===== src/rtl/dispatcher.sv =====
// dispatcher: resolves operands for a decoded instruction and issues it to RS/LSB/ROB/regfile one cycle later
`ifndef DISPATCHER_DEFINES
`define DISPATCHER_DEFINES
`define DATA_TYPE 31:0
`define ADDR_TYPE 31:0
`define ROB_ID_TYPE 3:0
`define OPENUM_TYPE 5:0
`define ZERO_ROB 4'd0
`define OPENUM_NOP 6'd0
`endif
module dispatcher (
  input  logic                clk,
  input  logic                rst,
  input  logic                ena_from_if,
  input  logic [`OPENUM_TYPE] openum_from_dec,
  input  logic [4:0]          rd_from_dec,
  input  logic [4:0]          rs1_from_dec,
  input  logic [4:0]          rs2_from_dec,
  input  logic [`DATA_TYPE]   imm_from_dec,
  input  logic [`ADDR_TYPE]   pc_from_if,
  input  logic                is_ls_from_dec,
  output logic [4:0]          rs1_to_reg,
  output logic [4:0]          rs2_to_reg,
  input  logic [`ROB_ID_TYPE] Q1_from_reg,
  input  logic [`ROB_ID_TYPE] Q2_from_reg,
  input  logic [`DATA_TYPE]   V1_from_reg,
  input  logic [`DATA_TYPE]   V2_from_reg,
  output logic [`ROB_ID_TYPE] Q1_to_rob,
  output logic [`ROB_ID_TYPE] Q2_to_rob,
  input  logic                Q1_ready_from_rob,
  input  logic                Q2_ready_from_rob,
  input  logic [`DATA_TYPE]   V1_from_rob,
  input  logic [`DATA_TYPE]   V2_from_rob,
  input  logic [`ROB_ID_TYPE] rob_id_from_rob,
  input  logic                valid_from_rs_cdb,
  input  logic [`ROB_ID_TYPE] rob_id_from_rs_cdb,
  input  logic [`DATA_TYPE]   result_from_rs_cdb,
  input  logic                valid_from_ls_cdb,
  input  logic [`ROB_ID_TYPE] rob_id_from_ls_cdb,
  input  logic [`DATA_TYPE]   result_from_ls_cdb,
  output logic                ena_to_rs,
  output logic                ena_to_lsb,
  output logic                ena_to_rob,
  output logic                ena_to_reg,
  output logic [`OPENUM_TYPE] openum_out,
  output logic [`DATA_TYPE]   V1_out,
  output logic [`DATA_TYPE]   V2_out,
  output logic [`ROB_ID_TYPE] Q1_out,
  output logic [`ROB_ID_TYPE] Q2_out,
  output logic [`ADDR_TYPE]   pc_out,
  output logic [`DATA_TYPE]   imm_out,
  output logic [`ROB_ID_TYPE] rob_id_out,
  output logic [4:0]          rd_to_rob,
  output logic [4:0]          rd_to_reg,
  output logic [`ROB_ID_TYPE] rob_id_to_reg,
  input  logic                commit_jump_flag_from_rob
);
  typedef struct packed {
    logic [`ROB_ID_TYPE] q;
    logic [`DATA_TYPE]   v;
  } opnd_t;
  logic                ena_rs_q, ena_rs_d, ena_lsb_q, ena_lsb_d, ena_rob_q, ena_rob_d, ena_reg_q, ena_reg_d;
  logic [`OPENUM_TYPE] op_q, op_d;
  opnd_t               o1_q, o1_d, o2_q, o2_d;
  logic [`ADDR_TYPE]   pc_q, pc_d;
  logic [`DATA_TYPE]   imm_q, imm_d;
  logic [`ROB_ID_TYPE] rob_id_q, rob_id_d;
  logic [4:0]          rd_q, rd_d;
  logic                last_valid_q, last_valid_d;
  logic [4:0]          last_rd_q, last_rd_d;
  logic [`ROB_ID_TYPE] last_rob_id_q, last_rob_id_d;
  assign rs1_to_reg    = rs1_from_dec;
  assign rs2_to_reg    = rs2_from_dec;
  assign Q1_to_rob     = Q1_from_reg;
  assign Q2_to_rob     = Q2_from_reg;
  assign ena_to_rs     = ena_rs_q;
  assign ena_to_lsb    = ena_lsb_q;
  assign ena_to_rob    = ena_rob_q;
  assign ena_to_reg    = ena_reg_q;
  assign openum_out    = op_q;
  assign Q1_out        = o1_q.q;
  assign V1_out        = o1_q.v;
  assign Q2_out        = o2_q.q;
  assign V2_out        = o2_q.v;
  assign pc_out        = pc_q;
  assign imm_out       = imm_q;
  assign rob_id_out    = rob_id_q;
  assign rob_id_to_reg = rob_id_q;
  assign rd_to_rob     = rd_q;
  assign rd_to_reg     = rd_q;
  // Priority chain: x0, the previous dispatch not yet visible in the regfile, then committed value, cdb forwards, ROB-held result
  function automatic opnd_t resolve(input logic [4:0] rs, input logic [`ROB_ID_TYPE] q,
                                    input logic [`DATA_TYPE] v_reg, input logic rdy, input logic [`DATA_TYPE] v_rob);
    opnd_t r;
    r = (rs == 5'd0) ? '{`ZERO_ROB, '0} :
        (last_valid_q && rs == last_rd_q) ? '{last_rob_id_q, '0} :
        (q == `ZERO_ROB) ? '{`ZERO_ROB, v_reg} :
        (valid_from_rs_cdb && rob_id_from_rs_cdb == q) ? '{`ZERO_ROB, result_from_rs_cdb} :
        (valid_from_ls_cdb && rob_id_from_ls_cdb == q) ? '{`ZERO_ROB, result_from_ls_cdb} :
        rdy ? '{`ZERO_ROB, v_rob} : '{q, '0};
    return r;
  endfunction
  // Next dispatch state: a flush drops the incoming instruction and forgets the bypass entry
  always_comb begin
    ena_rs_d      = 1'b0;
    ena_lsb_d     = 1'b0;
    ena_rob_d     = 1'b0;
    ena_reg_d     = 1'b0;
    op_d          = `OPENUM_NOP;
    o1_d          = o1_q;
    o2_d          = o2_q;
    pc_d          = pc_q;
    imm_d         = imm_q;
    rob_id_d      = rob_id_q;
    rd_d          = rd_q;
    last_valid_d  = 1'b0;
    last_rd_d     = rd_from_dec;
    last_rob_id_d = rob_id_from_rob;
    if (ena_from_if && !commit_jump_flag_from_rob) begin
      ena_rs_d     = !is_ls_from_dec;
      ena_lsb_d    = is_ls_from_dec;
      ena_rob_d    = 1'b1;
      ena_reg_d    = rd_from_dec != 5'd0;
      op_d         = openum_from_dec;
      o1_d         = resolve(rs1_from_dec, Q1_from_reg, V1_from_reg, Q1_ready_from_rob, V1_from_rob);
      o2_d         = resolve(rs2_from_dec, Q2_from_reg, V2_from_reg, Q2_ready_from_rob, V2_from_rob);
      pc_d         = pc_from_if;
      imm_d        = imm_from_dec;
      rob_id_d     = rob_id_from_rob;
      rd_d         = rd_from_dec;
      last_valid_d = rd_from_dec != 5'd0;
    end
  end
  // Output and bypass registers; reset overrides flush and dispatch
  always_ff @(posedge clk) begin
    if (rst) begin
      ena_rs_q      <= 1'b0;
      ena_lsb_q     <= 1'b0;
      ena_rob_q     <= 1'b0;
      ena_reg_q     <= 1'b0;
      op_q          <= `OPENUM_NOP;
      o1_q          <= '{`ZERO_ROB, '0};
      o2_q          <= '{`ZERO_ROB, '0};
      pc_q          <= '0;
      imm_q         <= '0;
      rob_id_q      <= `ZERO_ROB;
      rd_q          <= '0;
      last_valid_q  <= 1'b0;
      last_rd_q     <= '0;
      last_rob_id_q <= `ZERO_ROB;
    end else begin
      ena_rs_q      <= ena_rs_d;
      ena_lsb_q     <= ena_lsb_d;
      ena_rob_q     <= ena_rob_d;
      ena_reg_q     <= ena_reg_d;
      op_q          <= op_d;
      o1_q          <= o1_d;
      o2_q          <= o2_d;
      pc_q          <= pc_d;
      imm_q         <= imm_d;
      rob_id_q      <= rob_id_d;
      rd_q          <= rd_d;
      last_valid_q  <= last_valid_d;
      last_rd_q     <= last_rd_d;
      last_rob_id_q <= last_rob_id_d;
    end
  end
endmodule


===== config.mk =====
export PLATFORM = sky130hd
export DESIGN_NAME = dispatcher
export DESIGN_NICKNAME = d
export VERILOG_FILES = /design/src/rtl/dispatcher.sv
export SDC_FILE = /design/constraint.sdc
export NUM_CORES = 1
export LEC_CHECK = 0
export BUFFER_PORTS_ARGS = -buffer_cell sky130_fd_sc_hd__buf_2
export CAP_MARGIN = 20
export CORE_AREA = 2 2 190 192
export CTS_BUF_LIST = sky130_fd_sc_hd__clkbuf_4 sky130_fd_sc_hd__clkbuf_8
export DETAILED_ROUTE_END_ITERATION = 7
export DIE_AREA = 0 0 192 194
export SYNTH_ARGS = -nofsm -noshare
export SYNTH_HDL_FRONTEND = slang
export SYNTH_SLANG_ARGS = --single-unit
export TNS_END_PERCENT = 50

===== constraint.sdc =====
create_clock -name clk -period 2.1 [get_ports clk]
set_clock_uncertainty 0.05 [all_clocks]
set_input_delay 0.42 -clock clk [delete_from_list [all_inputs] [get_ports clk]]
set_output_delay 0.42 -clock clk [all_outputs]
set_load 0.02 [all_outputs]

==> out/metrics.cfg <==
[critical_path]
path_buf_inv=4
crit_family=compound AO/OA/AOI/OAI gates
required_ns=2.43
path_max_fanout=18
critPathKind=in -> reg
critical_path.endpoint_type=flop
critPathMostFrequentCell=buf_4
startpoint_type=input port
path_cells=buf_2 -> buf_4 -> a222oi_1 -> buf_4 -> buf_12 -> a31oi_1 -> a211oi_1 -> o32ai_1
critPathArrivalTime_ns=2.19
cpPeakStageDelay_ns=0.52
cpMaxStageDelayCell=a211oi_1

[clock_tree]
clock_path_buffers=2
cts_hold_buf=0
h-tree-depth=4
numCtsBuffers=17
cts_root_buf=clkbuf_8
clock_sinks=164
clkLatencyLatePin_ns=0.49
cts_setup_buffers=0
clkTransAtPathRegs_ns=0.12
cts_tree=done
cts_resized=0

[power]
powerDensity_mw_per_mm2=634.3
power_mw=7.397
max-vdd-ir-drop_mv=0.4138
leakage_nw=5.183

[detailed_routing]
num_vias=10350
firstDrtPassIters=7
drt.antenna.violating_nets=0
wl_mm=43.32
routed_via_density=5.466
drt_iter0_markers=868
avgRoutedWirePerCell_um=22.88
drc=0

[placement]
port_buffers=487
place_area_sq_mm=0.01126
dpl.cell_count=1853
gp_congestion=0.9200
dpl.hpwl_mm=31.44

[cells_and_area]
stdcell_count=1893
drive_above_1_share_pct=41.57
fin_area_sq_mm=0.01166
mostFrequentLayoutCells=buf_2 (486), nand2_1 (186), dfxtp_1 (164)
final_common_cell=buf_2
fin_nets=1717
nFillCells=3787
synthToLayoutAreaGrowth_pct=43.40

[die]
core_area_sq_mm=0.03522
die_w_um=192
start_util_pct=23.09
die_height_um=194
rows=69
die_area_sq_mm=0.03725
ioPinCount=488

[grt]
met3_usage_pct=7.403
use_met2_pct=36.46
grt_pass1_vias=10060
grt.total_usage_pct=22.15
grt_max_degree=74
grt_overflow_total=0
antenna_found_initial=12
top_usage_layer=met2
grt_pass1_wl_mm=62.25
grtUsageMet1_pct=26.45

[synth]
ys_ff_latch=164
synth_nets=1292
yosysSeqAreaShare_pct=40.37
yosys-top-cells-area=dfxtp_1 (40%), nand2_1 (8.7%), o22ai_1 (4.9%)
syn_area_sq_mm=0.008133
yosysTopAreaCell=dfxtp_1
ys_warn_count=0
netlist.area_leader.share_pct=40.37
avgSynthCellArea_sq_um=8.248
syn_inst=986
ys_types=41

[timing]
setup-violations-final=0
fmax_mhz=537.3
worst_slew_margin_rel_pct=36.79
timing.final.crit_period_ns=1.861
rsz0062_at_grt=false
finalSetupTns_ns=0
worstMarginPinSlew_ns=0.9482
hold_ws_ns=0.06387
report.final.slew_viol_count=0
fin_crit_sh_pct=88.63
finalHoldViolations=0

[min_path]
min_path_type=in -> reg

[flow_run]
drv_cap=0

[outcome]
status=complete, no violations

==> Yosys cell counts <==
library cell and number:
a211oi_1 34, a211oi_2 1, a21boi_0 4, a21o_1 4, a21oi_1 73, a221oi_1 4, a222oi_1 1, a22o_1 4
a22oi_1 32, a311oi_1 32, a31oi_1 32, a32oi_1 32, and2_0 1, and2_1 9, and3_1 34, buf_1 4
buf_2 8, buf_4 30, clkbuf_1 95, dfxtp_1 164, inv_1 5, nand2_1 188, nand2b_1 3, nand3_1 1
nand4_1 6, nor2_1 3, nor2b_1 14, nor3_1 4, nor3b_1 1, nor4_1 3, o2111a_1 1, o211a_1 1
o21a_1 2, o21ai_1 1, o221ai_1 32, o22ai_1 64, o32ai_1 32, or2_2 1, or4_1 3, xnor2_1 14
xor2_1 9
==> per-stage QoR <==
stage	utilization [%]	setup slack [ns]
4_1_cts	33.05	0.3205
5_1_grt	33.09	0.1826
2_1_floorplan	-	0.1533
3_5_place_dp	31.98	-0.2222
3_3_place_gp	31.98	-0.2171
6_report	33.11	0.2388
==> per-layer routing <==
layer	vias to the layer above	part of all wire, %
li1	4596	-
met3	108	12
met4	10	2.9
met2	761	47
met1	4872	38
met5	-	0.12
==> cells by family after synthesis <==
group / Yosys count / synth area share, %
AO/OA/AOI/OAI: 386 / 34.14
XOR/XNOR: 23 / 2.477
flip-flops: 164 / 40.37
AND/OR/NAND/NOR: 271 / 14.95
buffers and inverters: 142 / 8.062
==> layout make-up <==
class / count / area [sq um] / area share, %
multi-input combinational: 680 / 4259 / 36.52
sequential: 164 / 3283 / 28.15
timing repair buffer: 543 / 3127 / 26.81
tap: 461 / 576.8 / 4.946
clock buffer: 17 / 234.0 / 2.006
clock inverter: 15 / 143.9 / 1.234
antenna: 8 / 20.02 / 0.1717
inverter: 5 / 18.77 / 0.1609
==> power breakdown <==
group	switching [mW]	internal (mW)	leakage (nW)
logic	1.02	0.656	3.65
registers	0.0804	3.25	1.34
clock network	1.42	0.972	0.192
==> path summary, 6_finish.rpt <==
check | end | cells past startpoint | start | slack (ns)
hold / removal | openum_out[1] | 2 | openum_from_dec[1] | 0.06
setup / recovery | V1_out[12] | 8 | Q1_from_reg[1] | 0.24
setup reg to reg | V2_out[15] | 6 | last_rd_q[3] | 0.32
hold reg to reg | pc_out[13] | 2 | pc_out[13] | 0.40
(Power assumes the default switching activity.)
